<file path="src/rtl/vga_sync_decoder.sv">
// ---------------------------------------------------------------------------
// vga_sync_decoder
//
// Receive-side partner of the VGA timing generator. Watches hsync/vsync in
// the pixel-clock domain, recovers the position of the pixel currently on
// the inputs, checks sync edges against the expected timing and, once
// locked, regenerates pixel/line counters for downstream consumers.
//
// Ports:
//   pclk        in   pixel clock
//   reset       in   asynchronous, active-high reset
//   hsync       in   incoming horizontal sync
//   vsync       in   incoming vertical sync
//   clr_err     in   clears the sticky error bits
//   h_cnt[9:0]  out  recovered column while locked and h_pos < HD, else 0
//   v_cnt[9:0]  out  recovered line while locked and v_pos < VD, else 0
//   valid       out  locked and inside the visible area
//   locked      out  decoder is in the LOCKED state
//   frame_start out  one-cycle pulse at pixel (0,0) while locked
//   err[3:0]    out  sticky: [0] hsync period, [1] hsync width,
//                    [2] vsync position, [3] hsync timeout
// ---------------------------------------------------------------------------
module vga_sync_decoder #(
    parameter int   HD          = 640,
    parameter int   HF          = 16,
    parameter int   HS          = 96,
    parameter int   HB          = 48,
    parameter int   VD          = 480,
    parameter int   VF          = 10,
    parameter int   VS          = 2,
    parameter int   VB          = 33,
    parameter int   HSYNC_PIX   = HD + HF,
    parameter int   VSYNC_LINE  = VD + VF,
    parameter int   VSYNC_PIX   = 1,
    parameter logic SYNC_ACT    = 1'b0,
    parameter int   LOCK_FRAMES = 2,
    parameter int   TIMEOUT     = 2 * (HD + HF + HS + HB)
) (
    input  logic       pclk,
    input  logic       reset,
    input  logic       hsync,
    input  logic       vsync,
    input  logic       clr_err,
    output logic [9:0] h_cnt,
    output logic [9:0] v_cnt,
    output logic       valid,
    output logic       locked,
    output logic       frame_start,
    output logic [3:0] err
);

    localparam int HT = HD + HF + HS + HB;
    localparam int VT = VD + VF + VS + VB;

    typedef enum logic [1:0] {SEARCH, HLOCK, ALIGN, LOCKED} state_t;

    state_t      state_q, state_d;
    logic [9:0]  h_pos_q, h_pos_d;
    logic [9:0]  v_pos_q, v_pos_d;
    logic [3:0]  good_cnt_q, good_cnt_d;
    logic [10:0] to_cnt_q, to_cnt_d;
    logic        hs_prev_q, hs_prev_d;
    logic        vs_prev_q, vs_prev_d;
    logic [3:0]  err_q, err_d;

    logic hs_rise, hs_fall, vs_rise;
    logic timeout, err_per, err_wid, err_vs, any_err;

    always_comb begin
        hs_rise = (hsync == SYNC_ACT) && (hs_prev_q != SYNC_ACT);
        hs_fall = (hsync != SYNC_ACT) && (hs_prev_q == SYNC_ACT);
        vs_rise = (vsync == SYNC_ACT) && (vs_prev_q != SYNC_ACT);

        // Checks compare against the position of the pixel on the inputs now.
        timeout = (to_cnt_q == 11'(TIMEOUT));
        err_per = (state_q != SEARCH) && hs_rise && (h_pos_q != 10'(HSYNC_PIX));
        err_wid = (state_q != SEARCH) && hs_fall && (h_pos_q != 10'(HSYNC_PIX + HS));
        err_vs  = ((state_q == ALIGN) || (state_q == LOCKED)) && vs_rise &&
                  ((v_pos_q != 10'(VSYNC_LINE)) || (h_pos_q != 10'(VSYNC_PIX)));
        any_err = err_per || err_wid || err_vs || timeout;

        hs_prev_d  = hsync;
        vs_prev_d  = vsync;
        state_d    = state_q;
        good_cnt_d = good_cnt_q;

        // Free-running raster position.
        if (h_pos_q == 10'(HT - 1)) begin
            h_pos_d = '0;
            v_pos_d = (v_pos_q == 10'(VT - 1)) ? '0 : v_pos_q + 10'd1;
        end else begin
            h_pos_d = h_pos_q + 10'd1;
            v_pos_d = v_pos_q;
        end
        // Line count is meaningless until vertical alignment.
        if ((state_q == SEARCH) || (state_q == HLOCK)) begin
            v_pos_d = '0;
        end

        // Saturates so an expiry is flagged only once per hsync loss.
        if (hs_rise) begin
            to_cnt_d = '0;
        end else if (to_cnt_q == 11'h7ff) begin
            to_cnt_d = to_cnt_q;
        end else begin
            to_cnt_d = to_cnt_q + 11'd1;
        end

        // A new error in the same cycle as clr_err survives.
        err_d = clr_err ? 4'b0000 : err_q;
        err_d = err_d | {timeout, err_vs, err_wid, err_per};

        if (any_err) begin
            // The offending edge is not used for realignment.
            state_d    = SEARCH;
            good_cnt_d = '0;
        end else begin
            case (state_q)
                SEARCH: begin
                    if (hs_rise) begin
                        h_pos_d = 10'(HSYNC_PIX + 1);
                        state_d = HLOCK;
                    end
                end
                HLOCK: begin
                    if (vs_rise) begin
                        v_pos_d    = 10'(VSYNC_LINE);
                        good_cnt_d = '0;
                        state_d    = ALIGN;
                    end
                end
                ALIGN: begin
                    if (vs_rise) begin
                        good_cnt_d = good_cnt_q + 4'd1;
                        if ((good_cnt_q + 4'd1) >= 4'(LOCK_FRAMES)) begin
                            state_d = LOCKED;
                        end
                    end
                end
                default: begin
                    state_d = state_q;
                end
            endcase
        end
    end

    always_ff @(posedge pclk or posedge reset) begin
        if (reset) begin
            state_q    <= SEARCH;
            h_pos_q    <= '0;
            v_pos_q    <= '0;
            good_cnt_q <= '0;
            to_cnt_q   <= '0;
            hs_prev_q  <= ~SYNC_ACT;
            vs_prev_q  <= ~SYNC_ACT;
            err_q      <= '0;
        end else begin
            state_q    <= state_d;
            h_pos_q    <= h_pos_d;
            v_pos_q    <= v_pos_d;
            good_cnt_q <= good_cnt_d;
            to_cnt_q   <= to_cnt_d;
            hs_prev_q  <= hs_prev_d;
            vs_prev_q  <= vs_prev_d;
            err_q      <= err_d;
        end
    end

    always_comb begin
        locked      = (state_q == LOCKED);
        h_cnt       = (locked && (h_pos_q < 10'(HD))) ? h_pos_q : '0;
        v_cnt       = (locked && (v_pos_q < 10'(VD))) ? v_pos_q : '0;
        valid       = locked && (h_pos_q < 10'(HD)) && (v_pos_q < 10'(VD));
        frame_start = locked && (h_pos_q == '0) && (v_pos_q == '0);
        err         = err_q;
    end

endmodule

</file>
<file path="config.mk">
export PLATFORM = sky130hd
export DESIGN_NAME = vga_sync_decoder
export DESIGN_NICKNAME = d
export VERILOG_FILES = /design/src/rtl/vga_sync_decoder.sv
export SDC_FILE = /design/constraint.sdc
export NUM_CORES = 1
export LEC_CHECK = 0
export BUFFER_PORTS_ARGS = -buffer_cell sky130_fd_sc_hd__buf_2
export CAP_MARGIN = 40
export CORE_UTILIZATION = 40
export CTS_CLUSTER_DIAMETER = 30
export DETAILED_ROUTE_END_ITERATION = 8
export SKIP_LAST_GASP = 1
export SYNTH_ARGS = -nofsm -noshare
export SYNTH_HDL_FRONTEND = slang
export SYNTH_SLANG_ARGS = --single-unit
</file>
<file path="constraint.sdc">
create_clock -name pclk -period 3.9 [get_ports pclk]
set_clock_uncertainty 0.15 [all_clocks]
set_input_delay 0.585 -clock pclk [delete_from_list [all_inputs] [get_ports pclk]]
set_output_delay 0.585 -clock pclk [all_outputs]
set_load 0.02 [all_outputs]
</file>
======== Word-level counts from Yosys, hierarchy flattened ========
Index checks and enable logic that the tools add are counted.
word-level totals
  bits in writable memories ............... 0
  memories ................................ 0
  register bits after elaboration ......... 43
  bits in latches ......................... 0
  ROM bits ................................ 0
  output and inout bits ................... 27
  word-level logic and storage cells ...... 88
  input bits .............................. 5
cells by class
  divide/modulo/power cells ............... 0
  equal/unequal tests ..................... 16
  reductions and logical operators ........ 28
  add/subtract/negate cells ............... 4
  multiply operators ...................... 0
  $lt $le $gt $ge ......................... 3
  shift-type cells ........................ 0
  multiplexer cells ....................... 25
  bitwise logic cells ..................... 4
operator list
  cell                                                               number
  2-to-1 mux 10 bit                                                  12
  equality test 11 bit, second input constant                        2
  2-to-1 mux 11 bit                                                  2
  adder 10 x 1 -> 10 bit, second input constant                      2
  equality test 10 bit, second input constant                        2
  logical NOT 10 bit                                                 2
  inequality test 10 bit, second input constant                      2
  2-to-1 mux 4 bit                                                   4
  logical AND 1 bit                                                  14
  adder 11 x 1 -> 11 bit, second input constant                      1
  < comparator 10 bit, second input constant                         1
  < comparator 10 x 9 -> 1 bit, second input constant                1
  2-to-1 mux 2 bit                                                   5
  inequality test 10 x 1 -> 1 bit, second input constant             1
  inequality test 10 x 9 -> 1 bit, second input constant             1
  inequality test 3 bit, second input constant                       3
  case mux 4 bit (2 select lines)                                    1
  logical OR 1 bit                                                   6
  case mux 2 bit (3 select lines)                                    1
  AND reduction 5 bit                                                1
  adder 4 x 1 -> 4 bit, second input constant                        1
  equality test 2 bit, second input constant                         2
  greater-or-equal comparator 4 x 2 -> 1 bit, second input constant  1
  OR 4 bit                                                           1
  9 further kinds                                                    11

======== Logic depth before layout (Yosys ltp) ========
  word-level depth ........................ 9
  depth in mapped cells ................... 7
  gate-level depth less buffers ........... 7

======== Worst setup path after synthesis ========
OpenSTA, ideal clock, no wires.
  path type ............................... register to output
  start point ............................. register state_q[0]
  end point ............................... output port v_cnt[0]
  arrival time ............................ 1.667 ns
  path slack .............................. 1.498 ns
  stages on the path, launching flop included .. 5
  data required time ...................... 3.165 ns
  buffers on the path ..................... 1
  cells stage by stage .................... dfrtp_1 > ha_1 > clkbuf_1 > nor3b_1 > and2_1
on the way
  word-level cells in the longest chain between the ends .. 3
ends and longest elaborated chain
  what                    RTL line  text
  from (decl)             57        state_t state_q, state_d;
  from (signal assigned)  158       state_q <= state_d;
  equality test 2 bit     170       locked = (state_q == LOCKED);
  via locked              47        output logic locked,
  logical AND 1 bit       172       v_cnt = (locked && (v_pos_q < 10'(VD))) ? v_pos_q : '0;
  2-to-1 mux 10 bit       172
  to (decl)               45        output logic [9:0] v_cnt,
The timed path passes the listed nets, and every way through them passes these cells.

======== Worst setup path in the final report ========
  start point ............................. register state_q[0]
  end point ............................... output port v_cnt[1]
on the way
  word-level cells in the longest chain between the ends .. 3
ends and longest elaborated chain
  what                 RTL line
  equality test 2 bit  170
  logical AND 1 bit    172
  2-to-1 mux 10 bit    172
Every way passes these cells.

==> impl_metrics.yaml <==
pwr:
  p_int_w: 0.000920
  leakage_nw: 1.37
  combPwrFrac_pct: 31.0
  swShare_pct: 36.7
  netSwitchingPower_w: 0.000534
  p_per_area_nw_per_um2: 502
  seqPwrFrac_pct: 43.9
  peakVddDrop_mv: 0.242
  clkPwrFrac_pct: 25.1
floorplanning:
  dieHeight_um: 82.3
  core-area_um2: 6060
  fp.dieW_um: 82.3
  die_area_um2: 6770
  initial_utilization_pct: 42.5
  row_count: 28
  ios: 32
critical_path:
  start_kind: "register"
  critPathMaxStageDelay_ns: 0.75
  cp_data_arrival_time_ns: 2.22
  worst-path-buf-inv: 1
  cp-end-kind: "output pin"
  worst_path_max_delay_cell: "nor3b_1"
  crit_required_ns: 3.16
  critPathMaxFanout: 12
  criticalPathCategory: "reg -> out"
  critPathTopFamily: "simple AND/OR/NAND/NOR gates"
  cp_cell_sequence: "ha_1, nor3b_1, and2_1, buf_2"
clocking:
  cts_tree: "done"
  clkSinkCount: 43
  clk_pin_slew_ns: 0.08
  postCtsSetupBuffers: 0
  cts_resized: 0
  clock_latency_ns: 0.29
  cts_root_buf: "clkbuf_8"
  ctsHoldBuffers: 0
  h-tree-depth: 2
  cts_buffer_depth: 2
  cts_buffers: 5
layout:
  seq_area_um2: 1080
  multiInputGateArea_um2: 1390
  nets: 325
  layout-drive-gt1-share_pct: 16.0
  final_common_cell: "dfrtp_1"
  finish.utilization_pct: 47.9
  area_growth_pct: 12.5
  fillers: 593
  layout_common_cells: "dfrtp_1, nor2_1, buf_2"
  num_antenna_cells: 0
yosys:
  synth_edf_count: 0
  syn_area_um2: 2580
  synth_top_flop_cell: "dfrtp_1"
  syn_inst: 274
  syn_nets: 294
  synthArstFlopShare_pct: 100
  yosysWarningCount: 0
  syn_avg_cell_area_um2: 9.41
  ys_types: 50
  yosys-top-cells-area: "dfrtp_1, ha_1, xor2_1"
  synth_top_cell_by_area: "dfrtp_1"
  synth_top_cell_area_share_pct: 39.8
  ys_seq_area_share_pct: 41.8
  ys_ff_latch: 43
sta:
  max_clock_freq_mhz: 338
  relSlewSlack_pct: 43.1
  min_period_over_period_pct: 75.9
  setup_viol_count_final: 0
  tns_ns: 0
  worstMarginPinSlew_ns: 0.852
  rsz0062_at_grt: "false"
  hold_viol: 0
  period_needed_ns: 2.96
  slew_viol_final: 0
place:
  gp_congestion: 0.754
  io_buffer_count: 30
  dp_hpwl_mm: 3.92
drt:
  ant_nets: 0
  finalWirelength_mm: 5.50
  routed-via-count: 2013
  vias_per_cell: 5.28
  dr.pass1.iters: 4
  drt-wirelength-per-cell_um: 14.4
  initialDrtViolationCount: 87
  drc: 0
grt:
  antenna_found_initial: 0
  grt_max_degree: 44
  grt_pass1_wl_mm: 9.38
  first_global_vias: 1901
  gr-total-overflow: 0
  grt_util_all_layers_pct: 18.3
min_path:
  hp-class: "in -> reg"
run_status:
  status: "finished clean"
job:
  maxCapViolCount: 0
==> sequential cells by signal (all words and copies together), names as in the netlist <==
signal      count
to_cnt_q       11
h_pos_q        10
v_pos_q        10
err             4
good_cnt_q      4
state_q         2
hs_prev_q       1
vs_prev_q       1
==> worst paths after layout <==
check,start,end,slack (ns),cells past startpoint
setup / recovery,state_q[0]$_DFFE_PP0P_,v_cnt[1],0.94,4
hold / removal,vsync,vs_prev_q$_DFF_PP1_,0.25,1
min in group asynchronous,reset,h_pos_q[1]$_DFF_PP0_,0.27,3
hold reg to reg,err[3]$_DFF_PP0_,err[3]$_DFF_PP0_,0.38,2
max in group asynchronous,reset,hs_prev_q$_DFF_PP1_,2.94,3
setup reg to reg,v_pos_q[0]$_DFF_PP0_,v_pos_q[6]$_DFF_PP0_,1.63,7
==> layout make-up <==
type                            instances  area share, %
Clock inverter                          2           1.21
Sequential cell                        43           37.2
Clock buffer                            6           2.85
Timing Repair Buffer                   31           5.44
Multi-Input combinational cell        207           47.9
Inverter                               17           2.20
Tap cell                               75           3.24
==> cell usage after synthesis (2+ instances only) <==
master     n
inv_1     17
nand3_1   11
and2_1    10
a21oi_1    7
nand2_1   15
xor2_1    14
a31oi_1    4
nor4_1     3
buf_6      2
and3_1    13
nor3_1     5
dfrtp_1   41
nand4_1   11
nor2_1    32
nand2b_1   2
o21ai_1    5
nor3b_1    3
mux2i_1    2
o21ai_0   10
ha_1      15
clkbuf_1   3
dfstp_2    2
nor4bb_1   3
xnor2_1   10
nor2b_1    4
and4_1     6
==> power groups by stage <==
stage | sequential [W] | combinational (W) | clock [W]
final | 0.000638 | 0.000451 | 0.000366
after CTS | 0.000638 | 0.000457 | 0.000378
after global routing | 0.000659 | 0.000511 | 0.000393
after floorplan | 0.000622 | 0.000362 | 0
after global placement | 0.000646 | 0.000444 | 0
after detailed placement | 0.000646 | 0.000454 | 0
==> layer usage <==
metal	global-route usage, %	up-vias	routed length, um
li1	-	1017	-
met1	25.7	950	2730
met2	29.3	40	2550
met3	3.74	6	171
met4	3.68	0	50
met5	0	-	0
==> cell families (layout without fill, tap and decap cells) <==
kind of cell    Yosys count  count (layout)  synth area share, %
simple gates            130             130                 29.0
flops                    43              43                 41.8
compound gates           35              35                 8.54
xor+xnor                 24              24                 8.16
buf+inv                  24              56                 4.27
fa+ha+maj                15              15                 7.28
mux                       2               2                0.777
other cells               1               1                0.145
==> metrics by stage <==
step                      instances  instance area (um^2)  setup slack [ns]  power, W  hold slack [ns]
after global placement          373                  2780              1.39   0.00109            0.359
after CTS                       381                  2900             0.954   0.00147            0.238
after detailed placement        373                  2780              1.29   0.00110            0.350
after global routing            381                  2900             0.714   0.00156            0.228
after floorplan                 274                  2580              1.50  0.000985            0.344
final                           381                  2900             0.941   0.00145            0.245
No activity file was read; power rests on OpenSTA's default activity.
